File: config.mk
export PLATFORM = sky130hd
export DESIGN_NAME = wb2uart_flat
export DESIGN_NICKNAME = d
export VERILOG_FILES = /design/src/rtl/wb2uart_if.sv /design/src/rtl/wb2uart.sv /design/src/flat_wrapper.sv
export SDC_FILE = /design/constraint.sdc
export NUM_CORES = 1
export LEC_CHECK = 0
export BUFFER_PORTS_ARGS = -buffer_cell sky130_fd_sc_hd__buf_4
export CAP_MARGIN = 20
export CELL_PAD_IN_SITES_DETAIL_PLACEMENT = 1
export CELL_PAD_IN_SITES_GLOBAL_PLACEMENT = 1
export CORE_UTILIZATION = 23
export DETAILED_ROUTE_END_ITERATION = 8
export PLACE_DENSITY_LB_ADDON = 0.1
export SYNTH_ARGS = -nofsm -noshare
export SYNTH_HDL_FRONTEND = slang
export SYNTH_SLANG_ARGS = --single-unit
File: constraint.sdc
create_clock -name clk_i -period 3.6 [get_ports clk_i]
set_clock_uncertainty 0.15 [all_clocks]
set_input_delay 0.72 -clock clk_i [delete_from_list [all_inputs] [get_ports clk_i]]
set_output_delay 0.72 -clock clk_i [all_outputs]
set_load 0.02 [all_outputs]
File: src/rtl/wb2uart_if.sv
// Wishbone classic bus bundle for the wb2uart tunnel (slave side = wb2uart).
interface wb2uart_if;
    logic        cyc_i;
    logic        stb_i;
    logic        we_i;
    logic [22:0] adr_i;
    logic [7:0]  dat_i;
    logic        ack_o;
    logic        err_o;
    logic [7:0]  dat_o;

    modport slave  (input  cyc_i, stb_i, we_i, adr_i, dat_i,
                    output ack_o, err_o, dat_o);
    modport master (output cyc_i, stb_i, we_i, adr_i, dat_i,
                    input  ack_o, err_o, dat_o);
endinterface

File: src/rtl/wb2uart.sv
// Wishbone slave that forwards each access as a 4-byte UART command frame and
// completes the bus cycle with the 1-byte response from the remote bridge.
//
// state    | meaning
// ---------+----------------------------------------------------------------
// IDLE     | waiting for cyc_i & stb_i, frame latched on accept
// TX_START | driving start bit of current command byte
// TX_DATA  | driving 8 data bits, LSB first
// TX_STOP  | driving stop bit, then next byte or RX_WAIT after byte3
// RX_WAIT  | waiting for response start edge, timeout running
// RX_START | confirming start bit at its midpoint (glitch -> RX_WAIT)
// RX_DATA  | sampling 8 response bits at bit centres
// RX_STOP  | sampling stop bit: high -> RESP, low -> framing error
// RESP     | one cycle after the data update, ack_o is raised here
module wb2uart #(
    parameter int CLKS_PER_BIT   = 16,
    parameter int TIMEOUT_CYCLES = 65535
) (
    input  logic     clk_i,
    input  logic     rst_ni,
    wb2uart_if.slave wb,
    output logic     uart_txd,
    input  logic     uart_rxd
);
    localparam int TW = (CLKS_PER_BIT > 1) ? $clog2(CLKS_PER_BIT) : 1;
    localparam int OW = (TIMEOUT_CYCLES > 0) ? $clog2(TIMEOUT_CYCLES + 1) : 1;
    localparam logic [TW-1:0] BIT_LOAD  = TW'(CLKS_PER_BIT - 1);
    localparam logic [TW-1:0] HALF_LOAD = TW'((CLKS_PER_BIT / 2 > 0) ? CLKS_PER_BIT / 2 - 1 : 0);
    localparam logic [OW-1:0] TO_LOAD   = OW'((TIMEOUT_CYCLES > 0) ? TIMEOUT_CYCLES - 1 : 0);

    typedef enum logic [3:0] {
        IDLE, TX_START, TX_DATA, TX_STOP, RX_WAIT, RX_START, RX_DATA, RX_STOP, RESP
    } state_t;

    state_t        state_q, state_d;
    logic [TW-1:0] timer_q, timer_d;
    logic [OW-1:0] to_cnt_q, to_cnt_d;
    logic [2:0]    bit_cnt_q, bit_cnt_d;
    logic [1:0]    byte_cnt_q, byte_cnt_d;
    logic [31:0]   shreg_q, shreg_d;
    logic [7:0]    rx_byte_q, rx_byte_d;
    logic [7:0]    dat_q, dat_d;
    logic          txd_q, txd_d;
    logic          ack_q, ack_d;
    logic          err_q, err_d;
    logic          abort_q, abort_d;
    logic          rx_s1_q, rx_s1_d;
    logic          rx_s2_q, rx_s2_d;
    logic          rx_prev_q, rx_prev_d;

    logic timer_zero;
    logic timed_out;
    logic keep;

    assign timer_zero = (timer_q == '0);
    assign timed_out  = (TIMEOUT_CYCLES != 0) && (to_cnt_q == '0);
    // Completion is reported only if the master has stayed in its cycle throughout.
    assign keep       = wb.cyc_i && !abort_q;

    assign uart_txd  = txd_q;
    assign wb.ack_o  = ack_q;
    assign wb.err_o  = err_q;
    assign wb.dat_o  = dat_q;

    // Next-state logic for the serialiser, deserialiser and bus handshake.
    always_comb begin
        state_d    = state_q;
        timer_d    = timer_q;
        to_cnt_d   = to_cnt_q;
        bit_cnt_d  = bit_cnt_q;
        byte_cnt_d = byte_cnt_q;
        shreg_d    = shreg_q;
        rx_byte_d  = rx_byte_q;
        dat_d      = dat_q;
        txd_d      = txd_q;
        ack_d      = 1'b0;
        err_d      = 1'b0;
        abort_d    = abort_q;
        rx_s1_d    = uart_rxd;
        rx_s2_d    = rx_s1_q;
        rx_prev_d  = rx_s2_q;

        if (state_q != IDLE && !wb.cyc_i) abort_d = 1'b1;
        if (!timer_zero) timer_d = timer_q - 1'b1;
        if ((state_q == RX_WAIT || state_q == RX_START) && to_cnt_q != '0)
            to_cnt_d = to_cnt_q - 1'b1;

        case (state_q)
            IDLE: begin
                // Holding off while ack/err is up keeps a classic master that
                // drops stb on seeing ack from launching a duplicate request.
                if (wb.cyc_i && wb.stb_i && !ack_q && !err_q) begin
                    shreg_d    = {wb.we_i, wb.adr_i, wb.we_i ? wb.dat_i : 8'h00};
                    state_d    = TX_START;
                    txd_d      = 1'b0;
                    timer_d    = BIT_LOAD;
                    byte_cnt_d = 2'd0;
                    abort_d    = 1'b0;
                end
            end
            TX_START: begin
                if (timer_zero) begin
                    state_d         = TX_DATA;
                    txd_d           = shreg_q[24];
                    shreg_d[31:24]  = {1'b0, shreg_q[31:25]};
                    bit_cnt_d       = 3'd0;
                    timer_d         = BIT_LOAD;
                end
            end
            TX_DATA: begin
                if (timer_zero) begin
                    timer_d = BIT_LOAD;
                    if (bit_cnt_q == 3'd7) begin
                        state_d = TX_STOP;
                        txd_d   = 1'b1;
                        shreg_d = {shreg_q[23:0], 8'h00};
                    end else begin
                        txd_d          = shreg_q[24];
                        shreg_d[31:24] = {1'b0, shreg_q[31:25]};
                        bit_cnt_d      = bit_cnt_q + 1'b1;
                    end
                end
            end
            TX_STOP: begin
                if (timer_zero) begin
                    if (byte_cnt_q == 2'd3) begin
                        state_d  = RX_WAIT;
                        to_cnt_d = TO_LOAD;
                    end else begin
                        state_d    = TX_START;
                        txd_d      = 1'b0;
                        timer_d    = BIT_LOAD;
                        byte_cnt_d = byte_cnt_q + 1'b1;
                    end
                end
            end
            RX_WAIT: begin
                if (timed_out) begin
                    err_d   = keep;
                    state_d = IDLE;
                end else if (!rx_s2_q && rx_prev_q) begin
                    state_d = RX_START;
                    timer_d = HALF_LOAD;
                end
            end
            RX_START: begin
                if (timed_out) begin
                    err_d   = keep;
                    state_d = IDLE;
                end else if (timer_zero) begin
                    if (rx_s2_q) begin
                        state_d = RX_WAIT;
                    end else begin
                        state_d   = RX_DATA;
                        timer_d   = BIT_LOAD;
                        bit_cnt_d = 3'd0;
                    end
                end
            end
            RX_DATA: begin
                if (timer_zero) begin
                    rx_byte_d = {rx_s2_q, rx_byte_q[7:1]};
                    timer_d   = BIT_LOAD;
                    if (bit_cnt_q == 3'd7) state_d = RX_STOP;
                    else                   bit_cnt_d = bit_cnt_q + 1'b1;
                end
            end
            RX_STOP: begin
                if (timer_zero) begin
                    if (rx_s2_q) begin
                        if (keep) dat_d = rx_byte_q;
                        state_d = RESP;
                    end else begin
                        err_d   = keep;
                        state_d = IDLE;
                    end
                end
            end
            RESP: begin
                ack_d   = keep;
                state_d = IDLE;
            end
            default: state_d = IDLE;
        endcase
    end

    // State and output registers; the rxd synchroniser idles high in reset.
    always_ff @(posedge clk_i or negedge rst_ni) begin
        if (!rst_ni) begin
            state_q    <= IDLE;
            timer_q    <= '0;
            to_cnt_q   <= '0;
            bit_cnt_q  <= '0;
            byte_cnt_q <= '0;
            shreg_q    <= '0;
            rx_byte_q  <= '0;
            dat_q      <= '0;
            txd_q      <= 1'b1;
            ack_q      <= 1'b0;
            err_q      <= 1'b0;
            abort_q    <= 1'b0;
            rx_s1_q    <= 1'b1;
            rx_s2_q    <= 1'b1;
            rx_prev_q  <= 1'b1;
        end else begin
            state_q    <= state_d;
            timer_q    <= timer_d;
            to_cnt_q   <= to_cnt_d;
            bit_cnt_q  <= bit_cnt_d;
            byte_cnt_q <= byte_cnt_d;
            shreg_q    <= shreg_d;
            rx_byte_q  <= rx_byte_d;
            dat_q      <= dat_d;
            txd_q      <= txd_d;
            ack_q      <= ack_d;
            err_q      <= err_d;
            abort_q    <= abort_d;
            rx_s1_q    <= rx_s1_d;
            rx_s2_q    <= rx_s2_d;
            rx_prev_q  <= rx_prev_d;
        end
    end
endmodule

File: src/flat_wrapper.sv
// flat-port wrapper written by rule: the top's interface ports become plain ports
module wb2uart_flat 
#(
    parameter int CLKS_PER_BIT   = 16,
    parameter int TIMEOUT_CYCLES = 65535
)
  (clk_i, rst_ni, uart_txd, uart_rxd, wb_cyc_i, wb_stb_i, wb_we_i, wb_adr_i, wb_dat_i, wb_ack_o, wb_err_o, wb_dat_o);
  wb2uart_if wb_i ();
  input  logic clk_i;
  input  logic rst_ni;
  output logic uart_txd;
  input  logic uart_rxd;
  input wire logic [$bits(wb_i.cyc_i)-1:0] wb_cyc_i;
  input wire logic [$bits(wb_i.stb_i)-1:0] wb_stb_i;
  input wire logic [$bits(wb_i.we_i)-1:0] wb_we_i;
  input wire logic [$bits(wb_i.adr_i)-1:0] wb_adr_i;
  input wire logic [$bits(wb_i.dat_i)-1:0] wb_dat_i;
  output wire logic [$bits(wb_i.ack_o)-1:0] wb_ack_o;
  output wire logic [$bits(wb_i.err_o)-1:0] wb_err_o;
  output wire logic [$bits(wb_i.dat_o)-1:0] wb_dat_o;
  assign wb_i.cyc_i = wb_cyc_i;
  assign wb_i.stb_i = wb_stb_i;
  assign wb_i.we_i = wb_we_i;
  assign wb_i.adr_i = wb_adr_i;
  assign wb_i.dat_i = wb_dat_i;
  assign wb_ack_o = wb_i.ack_o;
  assign wb_err_o = wb_i.err_o;
  assign wb_dat_o = wb_i.dat_o;
  wb2uart #(.CLKS_PER_BIT(CLKS_PER_BIT), .TIMEOUT_CYCLES(TIMEOUT_CYCLES)) u_core (.clk_i(clk_i), .rst_ni(rst_ni), .wb(wb_i), .uart_txd(uart_txd), .uart_rxd(uart_rxd));
endmodule
-- Word-level counts from Yosys, hierarchy flattened
Index checks and enable logic that the tools add are counted.
- register bits: 84
- output and inout bits: 11
- logic and storage cells: 145
- add/sub/neg operators: 4
- eq/ne operators: 26
- multiplexer cells: 65
- reductions and logical operators: 34
- operators with widths (operator ; number):
    4-bit 2-to-1 mux ; 23
    16-bit 2-to-1 mux ; 4
    32-bit 2-to-1 mux ; 2
    24-bit one-hot mux with 2 select lines ; 1
    4-bit one-hot mux with 8 select lines ; 1
    24-bit 2-to-1 mux ; 1
    8-bit 2-to-1 mux ; 3
    8-bit one-hot mux with 3 select lines ; 1
    3-bit 2-to-1 mux ; 7
    2-bit by 1-bit inequality test with 1-bit output (second input constant) ; 10
    4-bit one-hot mux with 5 select lines ; 1
    4-bit by 3-bit == test with 1-bit output (second input constant) ; 4
    16-bit zero test ; 1
    4-bit AND reduction ; 4
    16-bit nonzero test ; 1
    16-bit by 1-bit subtractor with 16-bit output (second input constant) ; 1
    1-bit 2-to-1 mux ; 13
    10-bit AND reduction ; 1
    3-bit one-hot mux with 3 select lines ; 1
    4-bit by 2-bit == test with 1-bit output (second input constant) ; 2
    4-bit zero test ; 2
    2-bit 2-to-1 mux ; 4
    2-bit inequality test (second input constant) ; 4
    4-bit nonzero test ; 2
    other kinds (22) ; 35

-- Longest topological paths before layout
Gate-level depths: netlist of the first run.
- depth in word-level cells: 7
- depth in mapped cells: 11
- mapped depth without buffers: 10

-- Least setup slack after synthesis of the first run
OpenSTA, ideal clock, no wires.
- path kind: reg2reg
- from: reg u_core.timer_q[0]
- to: reg u_core.timer_q[0]
- setup time: 126 ps
- arrival time: 2148 ps
- data required time: 3324 ps
- setup slack: 1176 ps
- stages on the path, launching flop included: 11
- path buffers: 1
- cells stage by stage: dfrtp_1 inv_1 ha_1 nor3b_2 inv_2 buf_2 ha_1 mux2_2 o21ai_0 o21ai_0 o32a_1
- cells in the longest elaborated chain, start to end: 6
- elaborated cells between the ends (all ways): 13
- ends and longest elaborated chain (what ; line ; source):
    from (decl) ; wb2uart.sv:36 ; logic [TW-1:0] timer_q, timer_d;
    from (signal assigned) ; wb2uart.sv:207 ; timer_q <= timer_d;
    4-bit by 1-bit subtractor with 4-bit output / 4-bit zero test (equally long branches) ; wb2uart.sv:84, wb2uart.sv:55 ;
    4-bit 2-to-1 mux ; wb2uart.sv:84 ; if (!timer_zero) timer_d = timer_q - 1'b1;
    4-bit 2-to-1 mux ; wb2uart.sv:151 ; if (rx_s2_q) begin
    4-bit 2-to-1 mux ; wb2uart.sv:150 ; end else if (timer_zero) begin
    4-bit 2-to-1 mux ; wb2uart.sv:147 ; if (timed_out) begin
    4-bit one-hot mux with 5 select lines (*) ; wb2uart.sv:88 ; case (state_q)
    named net u_core.timer_d[0] ; wb2uart.sv:36 ;
Mark *: on every way through the listed nets, which the timed path passes. The rest lies on a longest branch.
A chain may end at the register's enable or synchronous reset.

-- Final worst setup path of the first run
- from: reg u_core.state_q[1]
- to: reg u_core.shreg_q[0]
- cells in the longest elaborated chain, start to end: 3
- elaborated cells between the ends (all ways): 8
- ends and longest elaborated chain (what ; line ; source):
    from (decl) ; wb2uart.sv:35 ; state_t state_q, state_d;
    from (signal assigned) ; wb2uart.sv:206 ; state_q <= state_d;
    4-bit by 2-bit == test with 1-bit output / 4-bit zero test (equally long branches) ; wb2uart.sv:88 ;
    2-bit by 1-bit inequality test with 1-bit output (no source line) / 2-bit nonzero test (equally long branches) ; - ;
    4-bit AND reduction (no source line) ; - ;
    to (signal assigned) ; wb2uart.sv:211 ; shreg_q <= shreg_d;
    to (decl) ; wb2uart.sv:40 ; logic [31:0] shreg_q, shreg_d;
Several ways; a longest one is shown, not always the timed one.

==> results.md, run 1 <==
- Worst vdd ir: 267 uV
- Clock tree root driver cell: clkbuf_16
- Sw Share: 38.4%
- Sequential share of the synthesized area: 47.2%
- Peak Freq: 0.371 GHz
- Clk pwr share: 24.5%
- RePlAce Congestion: 0.758
- Core Region: 0.0189 sq mm
- Post-Layout Inst Area: 0.00546 sq mm
- EDFF count, synth: 0
- Synthesized cell area: 0.00447 sq mm
- Hpwl dp: 9000 um
- Final min period: 2.70 ns
- Antenna-violating nets left: 0
- Vias in the first global route: 3,811
- Hold-fix buffers, CTS: 0
- Share of the synthesized area in the top cell type: 44.8%
- Global-route wire length before repair: 21,100 um
- Layout Utilization: 28.9%
- Per-cell routed wire length: 16.9 um
- Largest net degree at the start of global routing: 49
- Largest cells by area after synthesis: dfrtp_1 45%, mux2i_1 5.6%, mux2_2 5.3%
- Final nets: 526
- Comb pwr share: 40.5%
- Worst slew pin tran: 0.764 ns
- Clock-pin slew on the worst setup and hold paths: 0.06 ns
- Fin crit share: 74.9%
- CP Data Required Time: 3.71 ns
- Post_cts resized: 0
- CTS buffer count: 9
- Vias: 3,511
- Max-cap violations: 0
- Total GRT Usage: 13.8%
- Sequential fraction of design power: 35.0%
- Top FF cell, synth: dfrtp_1
- Unique masters post-synth: 63
- Drt first pass iters: 6
- Share of post-route cells with drive strength above 1: 24.6%
- Post-CTS setup buffers: 0
- Skew-Pair Late Insertion Delay: 0.34 ns
- PD cells: 742 mW/mm^2
- Cell with the most instances after synthesis: dfrtp_1
- Critical path launch point type: register
- FF+latch count, synth: 84
- Initial Utilization: 23.6%
- Port Buffers: 47
- H-tree depth: 3
- Setup Total Neg Slack: 0 ns
- Antenna violations before repair: 0
- Site Rows: 50
- Routed WL: 12,600 um
- DRC: 0
- WP data arrival: 2.80 ns
- Hold Crit Class: register to register
- RSZ-0062 raised after global routing: false
- Grt ovf: 0
- Critical-path top delay cell: dfrtp_1
- Synth Warn #: 0
- Post-Place Cell Area: 0.00514 sq mm
- Internal power: 2490 uW
- Post-synth net total: 479
- CP Capture Type: register
- Final Max Tran Viols: 0
- Die W: 141 um
- Synthesis-to-layout area growth: 22.2%
- Synthesized area per cell: 10.2 sq um
- Endpoints failing hold: 0
- IO Pins: 48
- Clk sink count: 84
- Slew headroom: 48.8%
- Final setup vio count: 0
- CTS tree: yes
- Mapped Cells: 436
- CP max stage delay: 0.47 ns
- Post-synth top cells: 80 x dfrtp_1, 33 x nor2_1, 27 x a21oi_1
- Via/cell ratio: 4.69
- Crit Path Class: register to register
- Crit path max fanout: 48
- Status: finished, final reports clean
- Lkg Pwr: 0.00247 uW
- Drt first-iter violations: 165
- CP Cell Sequence: buf_4 -> nor2_2 -> nand3_1 -> a21oi_4 -> buf_4 -> nand3_1 -> o21ai_0
- Ys async rst share: 100%
- Die area: 0.0200 sq mm
- NetSw: 1560 uW
- Overall power: 4050 uW
- Diode count: 0
- Post-synth top area cell: dfrtp_1
- Clk buf depth: 2
- Die H: 141 um
[worst paths after layout]
check / cells after the start / end / from / slack, ns
worst max register to register: 7 / u_core.shreg_q[0] / u_core.state_q[1] / 0.90
worst min-delay path: 0 / u_core.rx_prev_d / u_core.rx_s1_q / 0.21
worst min register to register: 0 / u_core.rx_prev_d / u_core.rx_s1_q / 0.21
worst max-delay path: 7 / u_core.shreg_q[0] / u_core.state_q[1] / 0.90
max in group asynchronous: 2 / u_core.rx_prev_q / rst_ni / 2.27
min in group asynchronous: 1 / u_core.to_cnt_q[5] / rst_ni / 0.22
[layer usage]
| layer | global-route usage [%] | part of all wire [%] |
|---|---|---|
| met1 | 19.6 | 50 |
| met3 | 2.13 | 2.3 |
| met2 | 21.0 | 45 |
| met4 | 5.09 | 1.9 |
| met5 | 0 | 0 |
[placed cells by master (no fill, tap or decap), types with 5 or more instances in the layout]
cell,count
dfrtp_1,80
buf_4,60
nor2_1,33
nand2_1,26
a21oi_1,26
mux2i_1,25
mux2_2,21
inv_1,20
o21ai_0,20
nand3_1,17
nor2b_1,14
clkbuf_16,9
nand4_1,8
nand2b_1,8
xnor2_1,8
a222oi_1,7
nor3_1,6
ha_1,6
o211ai_1,5
a22o_1,5
or3_1,5
nor4_1,5
[worst max-delay path, delay by kind of cell (launching register included)]
kind                   cells  cell delay (ns)
flip-flops                 1             0.47
AND/OR/NAND/NOR            3             0.98
AO/OA/AOI/OAI              2             0.33
buffers and inverters      2             0.66
[cells by family (layout without fill, tap and decap cells)]
kind of cell	Yosys count	after routing	synth area share, %
xor gates and xnor gates	12	12	2.35
muxes	47	47	11.2
DFF	84	84	47.2
adders and majority gates	6	6	1.68
and+or+nand+nor	150	150	19.6
buffers and inverters	45	97	4.34
AOI/OAI and AO/OA	92	92	13.6
[area by class of cell]
cell class / instances / area [sq um]
multi-input combinational: 307 / 2180
fill: 2192 / 13400
clock buffer: 12 / 256
clock inverter: 4 / 55.1
inverter: 21 / 78.8
sequential: 84 / 2110
tap: 260 / 325
timing repair buffer: 60 / 450
[power groups by stage]
stage	clock [uW]	sequential, uW	combinational, uW
after CTS	1030	1420	1660
after global placement	0	1430	1640
final	991	1420	1640
after detailed placement	0	1440	1650
after floorplan	0	1350	1290
after global routing	1060	1460	1840
[registers in the layout (all words and copies together), names as in the netlist, 2 cells and up]
name               flops
u_core.timer_q         4
u_core.wb.dat_o        8
u_core.byte_cnt_q      2
u_core.to_cnt_q       16
u_core.shreg_q        32
u_core.state_q         4
u_core.rx_byte_q       8
u_core.bit_cnt_q       3
[through the flow]
| stage | worst slack [ns] | instances | hold slack [ns] |
|---|---|---|---|
| floorplan | 1.18 | 436 | 0.195 |
| global placement | 0.874 | 732 | 0.199 |
| detailed placement | 0.784 | 732 | 0.200 |
| CTS | 0.893 | 748 | 0.210 |
| global route | 0.707 | 748 | 0.217 |
| finish | 0.903 | 748 | 0.208 |
No activity file was read; power rests on OpenSTA's default activity.
==> run 2, diff against run 1 <==
==> constraint.sdc (replaced) <==
create_clock -name clk_i -period 2.8 [get_ports clk_i]
set_clock_uncertainty 0.15 [all_clocks]
set_input_delay 0.56 -clock clk_i [delete_from_list [all_inputs] [get_ports clk_i]]
set_output_delay 0.56 -clock clk_i [all_outputs]
set_load 0.02 [all_outputs]
==> results.md, run 2 (synthesized netlist as in run 1, its figures left out) <==
- Status: finished, final reports clean
- Setup Total Neg Slack: 0 ns
- CTS buffer count: 9
- Top reg by flops: u_core.shreg_q
- Synthesis-to-layout area growth: 23.5%
- CP Capture Type: register
- Commonest non-fill, non-tap cell in the layout: dfrtp_1
- PD cells: 941 mW/mm^2
- Critical path launch point type: register
- Peak Freq: 0.385 GHz
- Max-cap violations: 0
- Initial Utilization: 23.6%
- CP Data Required Time: 2.87 ns
- Hold Crit Class: primary input to register
- Clk buf depth: 2
- Fin cells: 753
- Final nets: 531
- Crit Path Class: register to register
- PnR worst setup slack: 0.205 ns
- Die area: 0.0200 sq mm
- Post-Place Cell Area: 0.00520 sq mm
- Clk sink count: 84
- Site Rows: 50
- Largest net degree at the start of global routing: 49
- Drt first-iter violations: 208
- Post_cts resized: 0
- Endpoints failing hold: 0
- Diode count: 0
- Grt ovf: 0
- Final Max Tran Viols: 0
- Antenna-violating nets left: 0
- Final min period: 2.59 ns
- Routed WL: 12,200 um
- Antenna violations before repair: 0
- H-tree depth: 3
- IO Pins: 48
- Worst slew pin tran: 0.720 ns
- Final setup vio count: 0
- Die H: 141 um
- RSZ-0062 raised after global routing: false
- Clock tree root driver cell: clkbuf_16
- Global-route wire length before repair: 20,400 um
- Skew-Pair Late Insertion Delay: 0.34 ns
- Share of post-route cells with drive strength above 1: 25.4%
- Core Region: 0.0189 sq mm
- Hpwl dp: 8820 um
- CTS tree: yes
- Via/cell ratio: 4.61
- Fin crit share: 92.7%
- Clock-pin slew on the worst setup and hold paths: 0.06 ns
- Placed Cells: 736
- DP Worst Slack: 0.191 ns
- Per-cell routed wire length: 16.1 um
- Crit path max fanout: 17
- Post-Layout Inst Area: 0.00552 sq mm
- Die W: 141 um
- DRC: 0
- Top flop regs: u_core.shreg_q (32), u_core.to_cnt_q (16)
- Overall power: 5190 uW
- Vias: 3,472
- Slew headroom: 51.7%
- WP data arrival: 2.67 ns
- Total GRT Usage: 13.0%
- RePlAce Congestion: 0.748
- Lkg Pwr: 0.00250 uW
- Port Buffers: 47
- Most frequent cells in the layout: 80 x dfrtp_1, 62 x buf_4, 33 x nor2_1
- Worst vdd ir: 374 uV
- Vias in the first global route: 3,736
- Max reg flops: 32
- Drt first pass iters: 4
run 2: cell count changes in the layout (fill, tap and decap cells not counted):
cell           change
clkinv_4           +1
clkbuf_8           -1
clkinv_2           +1
dlygate4sd3_1      +1
buf_4              +2
buf_12             +2
clkbuf_1           -1
run 2: path summary, 6_finish.rpt:
check                                    from                 end  slack, ns  cells after the start
max reg2reg                u_core.to_cnt_q[0]   u_core.state_q[2]       0.21                      7
max                        u_core.to_cnt_q[0]   u_core.state_q[2]       0.21                      7
min in group asynchronous              rst_ni  u_core.to_cnt_q[3]       0.52                      2
max in group asynchronous              rst_ni     u_core.uart_txd       1.34                      3
min reg2reg                    u_core.rx_s1_q    u_core.rx_prev_d       0.21                      0
min                                  uart_rxd      u_core.rx_s1_q       0.18                      1
run 2: power by group:
part | switching [uW] | internal (uW) | leakage (uW)
clock | 530 | 723 | 0.000149
sequential | 295 | 1550 | 0.00106
combinational | 1170 | 929 | 0.00128
run 2: per-stage QoR:
stage | hold slack, ns | util [%]
after floorplan | 0.114 | -
after global placement | 0.198 | 27.5
after detailed placement | 0.197 | 27.5
final | 0.181 | 29.2
after CTS | 0.167 | 29.2
after global routing | 0.168 | 29.2
run 2: cell type report:
class | count | area, sq um
fillers | 2205 | 13400
clock buffers | 10 | 239
clock inverters | 6 | 68.8
repair buffers | 65 | 515
inverters | 21 | 78.8
flip-flops and latches | 84 | 2110
well taps | 260 | 325
multi-input cells | 307 | 2180
run 2: what timing repair did:
| action | CTS | global route |
|---|---|---|
| hold buffers | 1 | 0 |
| endpoints found under the hold margin | 22 | 0 |
| buffers inserted | 0 | 0 |
run 2: critical path, stage by stage, from the launching register on:
cell and delay (ns):
dfrtp_1 0.40, inv_1 0.10, ha_1 0.28, nor4b_1 0.46, nand4b_4 0.35, nor2_1 0.20
o32a_2 0.19, mux2_2 0.34
run 2: per-layer routing:
layer  vias up  track usage, %  routed length [um]
met2        53            19.9                5540
met3        11            2.36                 430
met4         0            4.18                 152
met1      1733            18.3                6040
li1       1675               -                   -
met5         -               0                   0
==> run 3, diff against run 2 <==
--- a/config.mk
+++ b/config.mk
@@ -11,7 +11,7 @@
 export CELL_PAD_IN_SITES_GLOBAL_PLACEMENT = 1
 export CORE_UTILIZATION = 23
 export DETAILED_ROUTE_END_ITERATION = 8
-export PLACE_DENSITY_LB_ADDON = 0.1
+export PLACE_DENSITY = 0.52
 export SYNTH_ARGS = -nofsm -noshare
 export SYNTH_HDL_FRONTEND = slang
 export SYNTH_SLANG_ARGS = --single-unit
==> results.md, run 3 (synthesized netlist as in run 1, its figures left out) <==
- Critical path launch point type: register
- Global-route wire length before repair: 20,300 um
- DRT met1 WL: 5820 um
- Initial Utilization: 23.6%
- Hpwl dp: 8750 um
- Vias: 3,516
- Setup Total Neg Slack: 0 ns
- Routed WL: 12,000 um
- Site Rows: 50
- Post_cts resized: 0
- Final nets: 530
- PD cells: 936 mW/mm^2
- CTS tree: yes
- Final setup vio count: 0
- Status: finished, final reports clean
- RSZ-0062 raised after global routing: false
- Wire length on met3: 491 um
- H-tree depth: 3
- Die W: 141 um
- Worst vdd ir: 352 uV
- Total GRT Usage: 13.0%
- CP Capture Type: register
- Overall power: 5120 uW
- Peak Freq: 0.385 GHz
- Max-cap violations: 0
- Drt first-iter violations: 173
- Die area: 0.0200 sq mm
- Max reg flops: 32
- Post-CTS setup buffers: 0
- Slew headroom: 50.9%
- Hold Crit Class: primary input to asynchronous set/reset pin
- Drt first pass iters: 4
- Core Region: 0.0189 sq mm
- Final min period: 2.60 ns
- Worst slew pin tran: 0.731 ns
- Clock tree root driver cell: clkbuf_16
- Synthesis-to-layout area growth: 22.5%
- Clock-pin slew on the worst setup and hold paths: 0.08 ns
- Layout Utilization: 29.0%
- Crit Path Class: register to register
- Share of post-route cells with drive strength above 1: 25.4%
- Die H: 141 um
- R2R setup slack: 0.20 ns
- Diode count: 0
- Crit path max fanout: 12
- Commonest non-fill, non-tap cell in the layout: dfrtp_1
- IO Pins: 48
- CP Data Required Time: 2.89 ns
- Critical path launch point: u_core.timer_q[0]
- CTS buffer count: 9
- DRC: 0
- WP data arrival: 2.69 ns
- Lkg Pwr: 0.00247 uW
- Clk sink count: 84
- Largest net degree at the start of global routing: 49
- Hold-fix buffers, CTS: 0
- Skew-Pair Late Insertion Delay: 0.36 ns
- Antenna violations before repair: 0
- Clk buf depth: 2
- Crit Reg-Reg Startpoint: u_core.timer_q[0]
- Vias in the first global route: 3,787
- Endpoints failing hold: 0
- Port Buffers: 47
- Via/cell ratio: 4.68
- Top sig layer: met4
- Met2 wire length: 5500 um
- Top reg by flops: u_core.shreg_q
- RePlAce Congestion: 0.863
- Top flop regs: u_core.shreg_q (32), u_core.to_cnt_q (16)
- Fin crit share: 92.8%
- Antenna-violating nets left: 0
- Per-cell routed wire length: 16.0 um
- Most frequent cells in the layout: 80 x dfrtp_1, 63 x buf_4, 33 x nor2_1
- Final Max Tran Viols: 0
- Grt ovf: 0
[run 3: cell types whose count changed in the layout (fill, tap and decap cells not counted), sizes merged]
cell and delta:
clkinv -1, inv +2, clkbuf -1, dlygate4sd3 -1, bufinv -1, clkinvlp +1
[run 3: metal layers]
metal  vias up  global-route usage (%)
met2        52                    19.6
met4         0                    5.21
met3        15                    3.17
met1      1767                    17.9
met5         -                       0
li1       1682                       -
[run 3: cell type report]
| class | instances | area, sq um |
|---|---|---|
| clock inverter | 7 | 57.6 |
| timing repair buffer | 64 | 493 |
| sequential | 84 | 2110 |
| tap | 260 | 325 |
| fill | 2212 | 13400 |
| inverter | 21 | 78.8 |
| clock buffer | 9 | 225 |
| multi-input combinational | 307 | 2180 |
[run 3: final timing paths]
| check | cells past startpoint | to |
|---|---|---|
| worst max-delay path | 9 | u_core.timer_q[0] |
| worst min-delay path | 1 | u_core.rx_byte_q[7] |
| worst max register to register | 9 | u_core.timer_q[0] |
| worst min register to register | 0 | u_core.rx_prev_d |
| max in group asynchronous | 2 | u_core.abort_q |
| min in group clk_i | 1 | u_core.rx_s1_q |
[run 3: metrics by stage]
step | hold slack [ns] | instances | area (sq um) | worst slack [ns]
after floorplan | 0.114 | 436 | 4470 | 0.376
after global placement | 0.199 | 736 | 5190 | 0.323
after detailed placement | 0.208 | 736 | 5190 | 0.214
after CTS | 0.0450 | 752 | 5470 | 0.198
after global routing | 0.0635 | 752 | 5470 | 0.0200
final | 0.0310 | 752 | 5470 | 0.201
[run 3: critical path, stage by stage (launching register included)]
cell	delay, ns
dfrtp_1	0.40
inv_1	0.11
ha_1	0.22
nor3b_2	0.26
inv_2	0.16
ha_1	0.38
mux2_2	0.27
o21ai_0	0.13
o21ai_0	0.10
o32a_1	0.30
[run 3: where the power goes]
group / total [uW] / switching, uW / internal (uW)
sequential: 1830 / 282 / 1550
clock: 1180 / 563 / 616
combinational: 2110 / 1180 / 931
